$ cat src/rtl/seq_divider.sv
// seq_divider: iterative radix-2 restoring divider for RV32M DIV/DIVU/REM/REMU.
// One trial subtraction per cycle, XLEN cycles per operation plus one cycle to
// sign-fix and register the result. Valid/ready handshake on both sides.
// Optional build macro: DIV_EARLY_OUT_EN -- divide-by-zero and signed overflow
// skip the iteration loop and complete one edge after the accept edge.
module seq_divider #(
  parameter int unsigned XLEN = 32
) (
  input  logic            clk,
  input  logic            rst,
  input  logic            in_valid,
  output logic            in_ready,
  input  logic [1:0]      op,
  input  logic [XLEN-1:0] a,
  input  logic [XLEN-1:0] b,
  output logic            out_valid,
  input  logic            out_ready,
  output logic [XLEN-1:0] result,
  output logic            busy
);

  localparam int unsigned CW = $clog2(XLEN);

  localparam logic [1:0] S_IDLE = 2'd0;
  localparam logic [1:0] S_RUN  = 2'd1;
  localparam logic [1:0] S_DONE = 2'd2;

`ifdef DIV_EARLY_OUT_EN
  localparam bit EARLY_OUT = 1'b1;
`else
  localparam bit EARLY_OUT = 1'b0;
`endif

  localparam logic [XLEN-1:0] MIN_NEG  = {1'b1, {(XLEN-1){1'b0}}};
  localparam logic [XLEN-1:0] ALL_ONES = {XLEN{1'b1}};

  // Two's complement negation in XLEN bits.
  function automatic logic [XLEN-1:0] neg(input logic [XLEN-1:0] x);
    return ~x + XLEN'(1);
  endfunction

  logic [1:0]      state, state_next;
  logic [CW-1:0]   count;
  logic [XLEN-1:0] rem, quo, dvs, a_q;
  logic [1:0]      op_q;
  logic            sign_a, sign_b, div_zero, ovf;

  logic            accept_c;
  logic            signed_in_c;
  logic            b_zero_c;
  logic            ovf_in_c;
  logic            early_c;
  logic [XLEN:0]   rem_sh_c;
  logic [XLEN:0]   trial_c;
  logic [XLEN-1:0] final_c;

  // Accept conditions and corner-case detection on the incoming request.
  always_comb begin
    accept_c    = (state == S_IDLE) && in_valid;
    signed_in_c = ~op[0];
    b_zero_c    = (b == '0);
    ovf_in_c    = signed_in_c && (a == MIN_NEG) && (b == ALL_ONES);
    early_c     = EARLY_OUT && (b_zero_c || ovf_in_c);
  end

  // One restoring step: shift in next dividend bit and trial-subtract divisor.
  always_comb begin
    rem_sh_c = {rem, quo[XLEN-1]};
    trial_c  = rem_sh_c - {1'b0, dvs};
  end

  // Sign-fix the raw quotient/remainder and apply the RISC-V corner results.
  always_comb begin
    final_c = '0;
    if (div_zero) begin
      final_c = op_q[1] ? a_q : ALL_ONES;
    end else if (ovf) begin
      final_c = op_q[1] ? '0 : MIN_NEG;
    end else if (op_q[1]) begin
      final_c = sign_a ? neg(rem) : rem;
    end else begin
      final_c = (sign_a ^ sign_b) ? neg(quo) : quo;
    end
  end

  // State register.
  always_ff @(posedge clk or posedge rst) begin
    if (rst) begin
      state <= S_IDLE;
    end else begin
      state <= state_next;
    end
  end

  // Next-state logic.
  always_comb begin
    state_next = state;
    case (state)
      S_IDLE: begin
        if (accept_c) begin
          state_next = early_c ? S_DONE : S_RUN;
        end
      end
      S_RUN: begin
        if (count == CW'(XLEN - 1)) begin
          state_next = S_DONE;
        end
      end
      S_DONE: begin
        if (out_valid && out_ready) begin
          state_next = S_IDLE;
        end
      end
      default: state_next = S_IDLE;
    endcase
  end

  // Registered handshake status derived from the next state.
  always_ff @(posedge clk or posedge rst) begin
    if (rst) begin
      in_ready <= 1'b1;
      busy     <= 1'b0;
    end else begin
      in_ready <= (state_next == S_IDLE);
      busy     <= (state_next != S_IDLE);
    end
  end

  // Operand capture and iteration datapath.
  always_ff @(posedge clk or posedge rst) begin
    if (rst) begin
      count    <= '0;
      rem      <= '0;
      quo      <= '0;
      dvs      <= '0;
      a_q      <= '0;
      op_q     <= '0;
      sign_a   <= 1'b0;
      sign_b   <= 1'b0;
      div_zero <= 1'b0;
      ovf      <= 1'b0;
    end else if (accept_c) begin
      op_q     <= op;
      sign_a   <= signed_in_c & a[XLEN-1];
      sign_b   <= signed_in_c & b[XLEN-1];
      a_q      <= a;
      div_zero <= b_zero_c;
      ovf      <= ovf_in_c;
      dvs      <= (signed_in_c & b[XLEN-1]) ? neg(b) : b;
      quo      <= (signed_in_c & a[XLEN-1]) ? neg(a) : a;
      rem      <= '0;
      count    <= '0;
    end else if (state == S_RUN) begin
      rem   <= trial_c[XLEN] ? rem_sh_c[XLEN-1:0] : trial_c[XLEN-1:0];
      quo   <= {quo[XLEN-2:0], ~trial_c[XLEN]};
      count <= count + CW'(1);
    end
  end

  // Result register: loaded on the first DONE cycle, held until consumed.
  always_ff @(posedge clk or posedge rst) begin
    if (rst) begin
      out_valid <= 1'b0;
      result    <= '0;
    end else if (state == S_DONE) begin
      if (!out_valid) begin
        out_valid <= 1'b1;
        result    <= final_c;
      end else if (out_ready) begin
        out_valid <= 1'b0;
      end
    end
  end

endmodule
$ cat config.mk
export PLATFORM = sky130hd
export DESIGN_NAME = seq_divider
export DESIGN_NICKNAME = d
export VERILOG_FILES = /design/src/rtl/seq_divider.sv
export SDC_FILE = /design/constraint.sdc
export NUM_CORES = 1
export LEC_CHECK = 0
export CAP_MARGIN = 20
export CORE_MARGIN = 1.5
export CORE_UTILIZATION = 55
export DETAILED_ROUTE_END_ITERATION = 12
export PLACE_DENSITY = 0.81
export SYNTH_ARGS = -nofsm -noshare
export SYNTH_HDL_FRONTEND = slang
export SYNTH_SLANG_ARGS = --single-unit
$ cat constraint.sdc
create_clock -name clk -period 7.6 [get_ports clk]
set_input_delay 1.52 -clock clk [delete_from_list [all_inputs] [get_ports clk]]
set_output_delay 1.52 -clock clk [all_outputs]
set_load 0.005 [all_outputs]
==> summary.md, run 1 <==
| Metric | Value |
|---|---|
| Status | finished, violations left |
| Final hold viol count | 0 |
| Worst Skew | 14.4 ps |
| Vias in the first global route | 11.4k |
| Post-synth top area cell | dfrtp_1 |
| Initial Util | 56.3% |
| Nets | 1692 |
| Unrepaired setup endpoints after global routing | no |
| Seq cells post-synth | 175 |
| DP Area | 13500 µm² |
| Reg clk slew, reported paths | 80 ps |
| Routed wire length | 36400 µm |
| Worst hold margin | 470 ps |
| Share of the yosys chip area belonging to registers | 35.5% |
| Netlist Area Pre-Place | 12400 µm² |
| Hold_buf cts | 0 |
| DPL Wire Length | 26300 µm |
| Final ANT Viol Nets | 0 |
| Worst-case clock buffer depth | 2 |
| DR vias/cell | 6.39 |
| Synth top area share | 35.2% |
| Pre-CTS WS | 3040 ps |
| First-pass GRT wire length | 59200 µm |
| WS Path Type | flop to flop |
| # diodes | 0 |
| Resized cells post-CTS | 0 |
| Post-Synthesis Cells | 1541 |
| Final min period | 4300 ps |
| TritonCTS Buffers | 17 |
| Busiest grt layer | met2 |
| Relative slew slack | 27.3% |
| Setup TNS | 0 ps |
| Yosys cell types | 74 |
| H-tree lvl count | 4 |
| CTS Root Cell | clkbuf_16 |
| Syn_nets | 1651 |
| Die width | 153 µm |
| First-pass DRT Iterations | 9 |
| Global-route met3 utilization | 4.51% |
| GRT overflow | 0 |
| Hold Path Depth | 2 |
| First DRT Iteration DRCs | 1084 |
| Synth top area cells | dfrtp_1, nand2_1, o21ai_0, xor2_1, a21oi_1 |
| Postcts setup bufs | 0 |
| Fin. max-slew vios | 0 |
| Critical Path RT | 7930 ps |
| Final core occ | 64.6% |
| Global Route Usage Sum | 31.6% |
| Worst Reg-to-Reg Cells | 12 |
| Ys async rst share | 100% |
| Post-synth EDFFs | 0 |
| Max_cap viols | 0 |
| DP Cell Count | 1840 |
| Fillers | 1858 |
| Worst skew pair latency | 450 ps |
| PnR Total Power | 6.80 mW |
| Pwr/cell area | 479 nW/µm² |
| Synthesis Warnings | 0 |
| CTS tree | built |
| Die area | 23400 µm² |
| Synth-to-layout area growth | 14.8% |
| F_max | 0.233 GHz |
| Final RePlAce weighted congestion | 0.920 |
| Port-buffer cells | 104 |
| Failing checks | design-rule violations |
| Post-route design area | 14200 µm² |
| Top FF cell, synth | dfrtp_1 |
| Post-route worst setup slack | 3300 ps |
| Row count | 54 |
| Layout cells sized above 1 | 4.76% |
| Non-Filler Instances | 1875 |
| Clock Sink Count | 175 |
| Slew @ Worst Pin | 1090 ps |
| Ports | 105 |
| Final period util | 56.6% |
| Max IR drop VDD | 334 µV |
| DRC | 5 |
| Wire length per cell | 19.4 µm |
| Vias | 12.0k |
| Global routing usage on met2 | 49.6% |
| Startpoint types | flop |
| Final setup vio count | 0 |
| Nature of the critical path endpoint | flop |
| Die height | 153 µm |
| Crit path DAT | 4630 ps |
| Pleak | 5.85 nW |
| Pin count of the biggest net entering global routing | 73 |
| Initial antenna violation count | 0 |
| HP Class | flop to flop |
| Met1 Usage GRT | 43.5% |
| CP Max Fanout | 32 |
| Area of the core | 22000 µm² |
| Syn avg cell area | 8.02 µm² |
[state kept, by name (all words and copies together), names as in the netlist, 2 cells and up]
register	count
quo	32
rem	32
dvs	32
state	2
result	32
count	5
a_q	32
[cell type report]
type	count	area, µm²	area share (%)
tap	280	350	2.47
sequential	175	4380	30.9
inverter	65	249	1.76
clock inverter	14	173	1.22
multi-input combinational	1197	7360	51.9
clock buffer	18	429	3.02
timing repair buffer	126	1240	8.77
[where the power goes]
group	switching, mW	internal, mW	leakage [nW]
logic	2.36	1.70	3.39
clock network	0.425	0.499	0.290
registers	0.490	1.32	2.16
[layer usage]
metal | wire (µm) | vias to the layer above
li1 | - | 5595
met1 | 15800 | 5706
met2 | 16500 | 563
met3 | 2470 | 118
met4 | 1630 | 0
met5 | 0 | -
[cells by family (layout without fill, tap and decap cells)]
logic type	count (synthesis)	after routing	share of synthesized area, %
simple gates	499	499	18.2
compound gates	486	486	24.5
flops	175	175	35.5
buf+inv	169	223	5.25
xor+xnor	143	143	10.1
fa+ha+maj	40	40	4.11
mux	29	29	2.36
[worst paths after layout]
kind,end,from,slack [ps]
max,rem[1],quo[31],3300
min in group asynchronous,dvs[4],rst,1530
min,a_q[29],a_q[29],470
max in group asynchronous,quo[18],rst,4800
min reg2reg,a_q[29],a_q[29],470
max reg2reg,rem[1],quo[31],3300
[synth_stat cells (all sizes together) (14+ instances only)]
master  count
a21oi     112
a31oi      19
clkbuf     92
dfrtp     174
ha         39
inv        64
mux2i      28
nand2     256
nand2b     14
nand3      16
nand4      19
nor2       95
nor3       26
nor4       17
o21ai     160
o22ai      52
o31ai      25
o41ai      16
or4        16
xnor2      62
xor2       81
[placed cells by master, fill, tap and decap left out, drive strengths merged, types with 19 or more instances in the layout]
cell	n
a21oi	112
xnor2	62
nand2	256
o21ai	160
a31oi	19
o31ai	25
nor2	95
nand4	19
inv	72
clkdlybuf4s50	104
nor3	26
dfrtp	174
mux2i	28
o22ai	52
buf	22
xor2	81
ha	39
[worst max-delay path, stage by stage, from the launching register on]
cell,delay (ps)
dfrtp_1,380
inv_1,150
ha_1,270
fa_1,390
nand2b_1,200
a21oi_1,270
o21ai_0,230
o21ai_0,700
a21oi_1,210
o311ai_2,470
buf_4,510
nand2_1,110
a32o_1,260
Note: power is estimated with default switching activity, not from simulation.
==> run 2: changes to the inputs <==
==> constraint.sdc (replaced) <==
create_clock -name clk -period 4.1 [get_ports clk]
set_input_delay 0.82 -clock clk [delete_from_list [all_inputs] [get_ports clk]]
set_output_delay 0.82 -clock clk [all_outputs]
set_load 0.005 [all_outputs]
==> summary.md, run 2 (synthesis results as in run 1) <==
| Metric | Value |
|---|---|
| # diodes | 0 (unchanged) |
| Wire length per cell | 19.3 µm (was 19.4 µm) |
| Die width | 153 µm (unchanged) |
| Switching power | 6.04 mW (was 3.27 mW) |
| Clock power share | 12.9% (was 13.6%) |
| Initial antenna violation count | 0 (unchanged) |
| Nets | 1706 (was 1692) |
| Worst skew pair latency | 450 ps (about the same) |
| Worst path slowest cell | fa_1 (was o21ai_0) |
| Area of the core | 22000 µm² (unchanged) |
| DPL Wire Length | 26600 µm (was 26300 µm) |
| Global Route Usage Sum | 31.6% (about the same) |
| Final core occ | 65.1% (was 64.6%) |
| CP Max Fanout | 30 (was 32) |
| Switching share of power | 48.2% (about the same) |
| Port-buffer cells | 104 (unchanged) |
| First DRT Iteration DRCs | 1102 (was 1084) |
| Hold Path Depth | 2 (unchanged) |
| Slew @ Worst Pin | 1160 ps (was 1090 ps) |
| Synth-to-layout area growth | 15.6% (was 14.8%) |
| Max IR drop VDD | 718 µV (was 334 µV) |
| Pin count of the biggest net entering global routing | 77 (was 73) |
| Status | finished, violations left (unchanged) |
| Reg clk slew, reported paths | 70 ps (was 80 ps) |
| Critical path's top delay family | compound AO/OA/AOI/OAI gates (unchanged) |
| Critical Path RT | 4430 ps (was 7930 ps) |
| Setup TNS | 0 ps (unchanged) |
| WP depth | 13 (was 12) |
| Vias | 11.9k (was 12.0k) |
| WS Path Type | flop to flop (unchanged) |
| Crit path launch | quo[31] (unchanged) |
| Crit path largest cell delay | 390 ps (was 700 ps) |
| Die height | 153 µm (unchanged) |
| Commonest non-fill, non-tap cell in the layout | nand2_1 (unchanged) |
| Fillers | 1889 (was 1858) |
| CTS tree | built (unchanged) |
| Internal reg-to-reg setup slack | 650 ps (was 3300 ps) |
| Final RePlAce weighted congestion | 0.925 (was 0.920) |
| CTS Root Cell | clkbuf_16 (unchanged) |
| Row count | 54 (unchanged) |
| Most frequent cells in the layout | nand2_1, dfrtp_1, o21ai_0 (unchanged) |
| Nature of the critical path endpoint | flop (unchanged) |
| Initial Util | 56.3% (unchanged) |
| Resized cells post-CTS | 0 (unchanged) |
| First-pass DRT Iterations | 9 (unchanged) |
| HP Class | flop to flop (unchanged) |
| Worst-path cell chain | inv_1 > ha_1 > fa_1 > nand2b_1 > a21oi_1 > o21ai_0 > o21ai_0 > buf_4 > a21oi_1 > o311ai_2 > buf_12 > nand2_1 > a32o_1 (was inv_1 > ha_1 > fa_1 > nand2b_1 > a21oi_1 > o21ai_0 > o21ai_0 > a21oi_1 > o311ai_2 > buf_4 > nand2_1 > a32o_1) |
| Routed wire length | 36500 µm (was 36400 µm) |
| Worst r2r dst | rem[0] (was rem[1]) |
| Internal | 6.48 mW (was 3.52 mW) |
| Crit path to | rem[0] (was rem[1]) |
| Postcts setup bufs | 0 (unchanged) |
| Max_cap viols | 0 (unchanged) |
| Layout cells sized above 1 | 5.60% (was 4.76%) |
| H-tree lvl count | 4 (unchanged) |
| Worst Skew | 13.7 ps (was 14.4 ps) |
| Final setup vio count | 0 (unchanged) |
| GRT overflow | 0 (unchanged) |
| Clock Sink Count | 175 (unchanged) |
| DRC | 6 (was 5) |
| DR vias/cell | 6.28 (was 6.39) |
| Crit path DAT | 3770 ps (was 4630 ps) |
| Hold_buf cts | 0 (unchanged) |
| Final hold viol count | 0 (unchanged) |
| Final ANT Viol Nets | 0 (unchanged) |
| Vias in the first global route | 11.1k (was 11.4k) |
| Worst-case clock buffer depth | 2 (unchanged) |
| Reg2reg start | quo[31] (unchanged) |
| Final period util | 84.1% (was 56.6%) |
| Relative slew slack | 22.7% (was 27.3%) |
| Die area | 23400 µm² (unchanged) |
| Buffer and inverter count on the worst path | 3 (was 2) |
| TritonCTS Buffers | 17 (unchanged) |
| Worst Reg-to-Reg Cells | 13 (was 12) |
| Final min period | 3450 ps (was 4300 ps) |
| Unrepaired setup endpoints after global routing | no (unchanged) |
| Sequential power share | 26.5% (was 26.7%) |
| Multi-input gate area in the final layout | 7360 µm² (unchanged) |
| Register area | 4380 µm² (unchanged) |
| Pleak | 5.91 nW (was 5.85 nW) |
| Fin. max-slew vios | 0 (unchanged) |
| First-pass GRT wire length | 59200 µm (about the same) |
| F_max | 0.290 GHz (was 0.233 GHz) |
| Combinational share of power | 60.6% (was 59.7%) |
| Pwr/cell area | 877 nW/µm² (was 479 nW/µm²) |
| Startpoint types | flop (unchanged) |
| Ports | 105 (unchanged) |
| Failing checks | design-rule violations (unchanged) |
-- run 2: changes by cell type in the layout (fill, tap and decap cells not counted), sizes merged --
| cell | previous run | this run |
|---|---|---|
| bufinv | 2 | 0 |
| buf | 22 | 36 |
| inv | 72 | 74 |
| clkbuf | 18 | 17 |
-- run 2: power by group through the flow --
| stage | Clock, mW | Combinational [mW] | Sequential, mW |
|---|---|---|---|
| floorplan | 0 | 5.86 | 2.96 |
| global placement | 0 | 7.34 | 3.30 |
| detailed placement | 0 | 7.46 | 3.32 |
| CTS | 1.62 | 7.50 | 3.30 |
| global route | 1.70 | 8.42 | 3.41 |
| finish | 1.62 | 7.58 | 3.32 |
-- run 2: worst min path at each step --
stage	end	startpoint	slack (ps)
4_1_cts	result[4]	result[4]	470
2_1_floorplan	a_q[12]	a_q[12]	440
5_1_grt	dvs[14]	dvs[14]	500
6_report	result[3]	result[3]	470
3_5_place_dp	a_q[20]	a_q[20]	460
3_3_place_gp	result[4]	result[4]	450
-- run 2: worst reg2reg max path: cells and delay by family, from the launching register on --
kind                       cells  cell delay (ps)
DFF                            1              370
buffers and inverters          3              580
adders and majority gates      2              650
AOI/OAI and AO/OA              6             1440
and+or+nand+nor                2              310
-- run 2: final cells by class --
type	count	area share [%]
clock buffers	17	2.98
well taps	280	2.45
clock inverters	14	0.972
multi-input cells	1197	51.5
flip-flops and latches	175	30.7
inverters	65	1.73
repair buffers	140	9.67
-- run 2: stage by stage --
stage | power [mW] | setup slack, ps | cells | cell area, µm² | hold slack, ps
floorplan | 8.82 | 982 | 1541 | 12400 | 440
global placement | 10.6 | 399 | 1856 | 13700 | 449
detailed placement | 10.8 | 312 | 1856 | 13700 | 457
CTS | 12.4 | 694 | 1887 | 14300 | 473
global route | 13.5 | 385 | 1888 | 14300 | 496
finish | 12.5 | 653 | 1888 | 14300 | 472
-- run 2: metal layers --
layer / vias to the layer above / global-route usage [%] / routed length, µm / part of all wire, %
met1: 5674 / 44.3 / 16200 / 44
met4: 0 / 11.0 / 1260 / 3.4
li1: 5617 / - / - / -
met3: 89 / 5.13 / 2470 / 6.8
met2: 471 / 49.6 / 16600 / 45
met5: - / 0 / 0 / 0
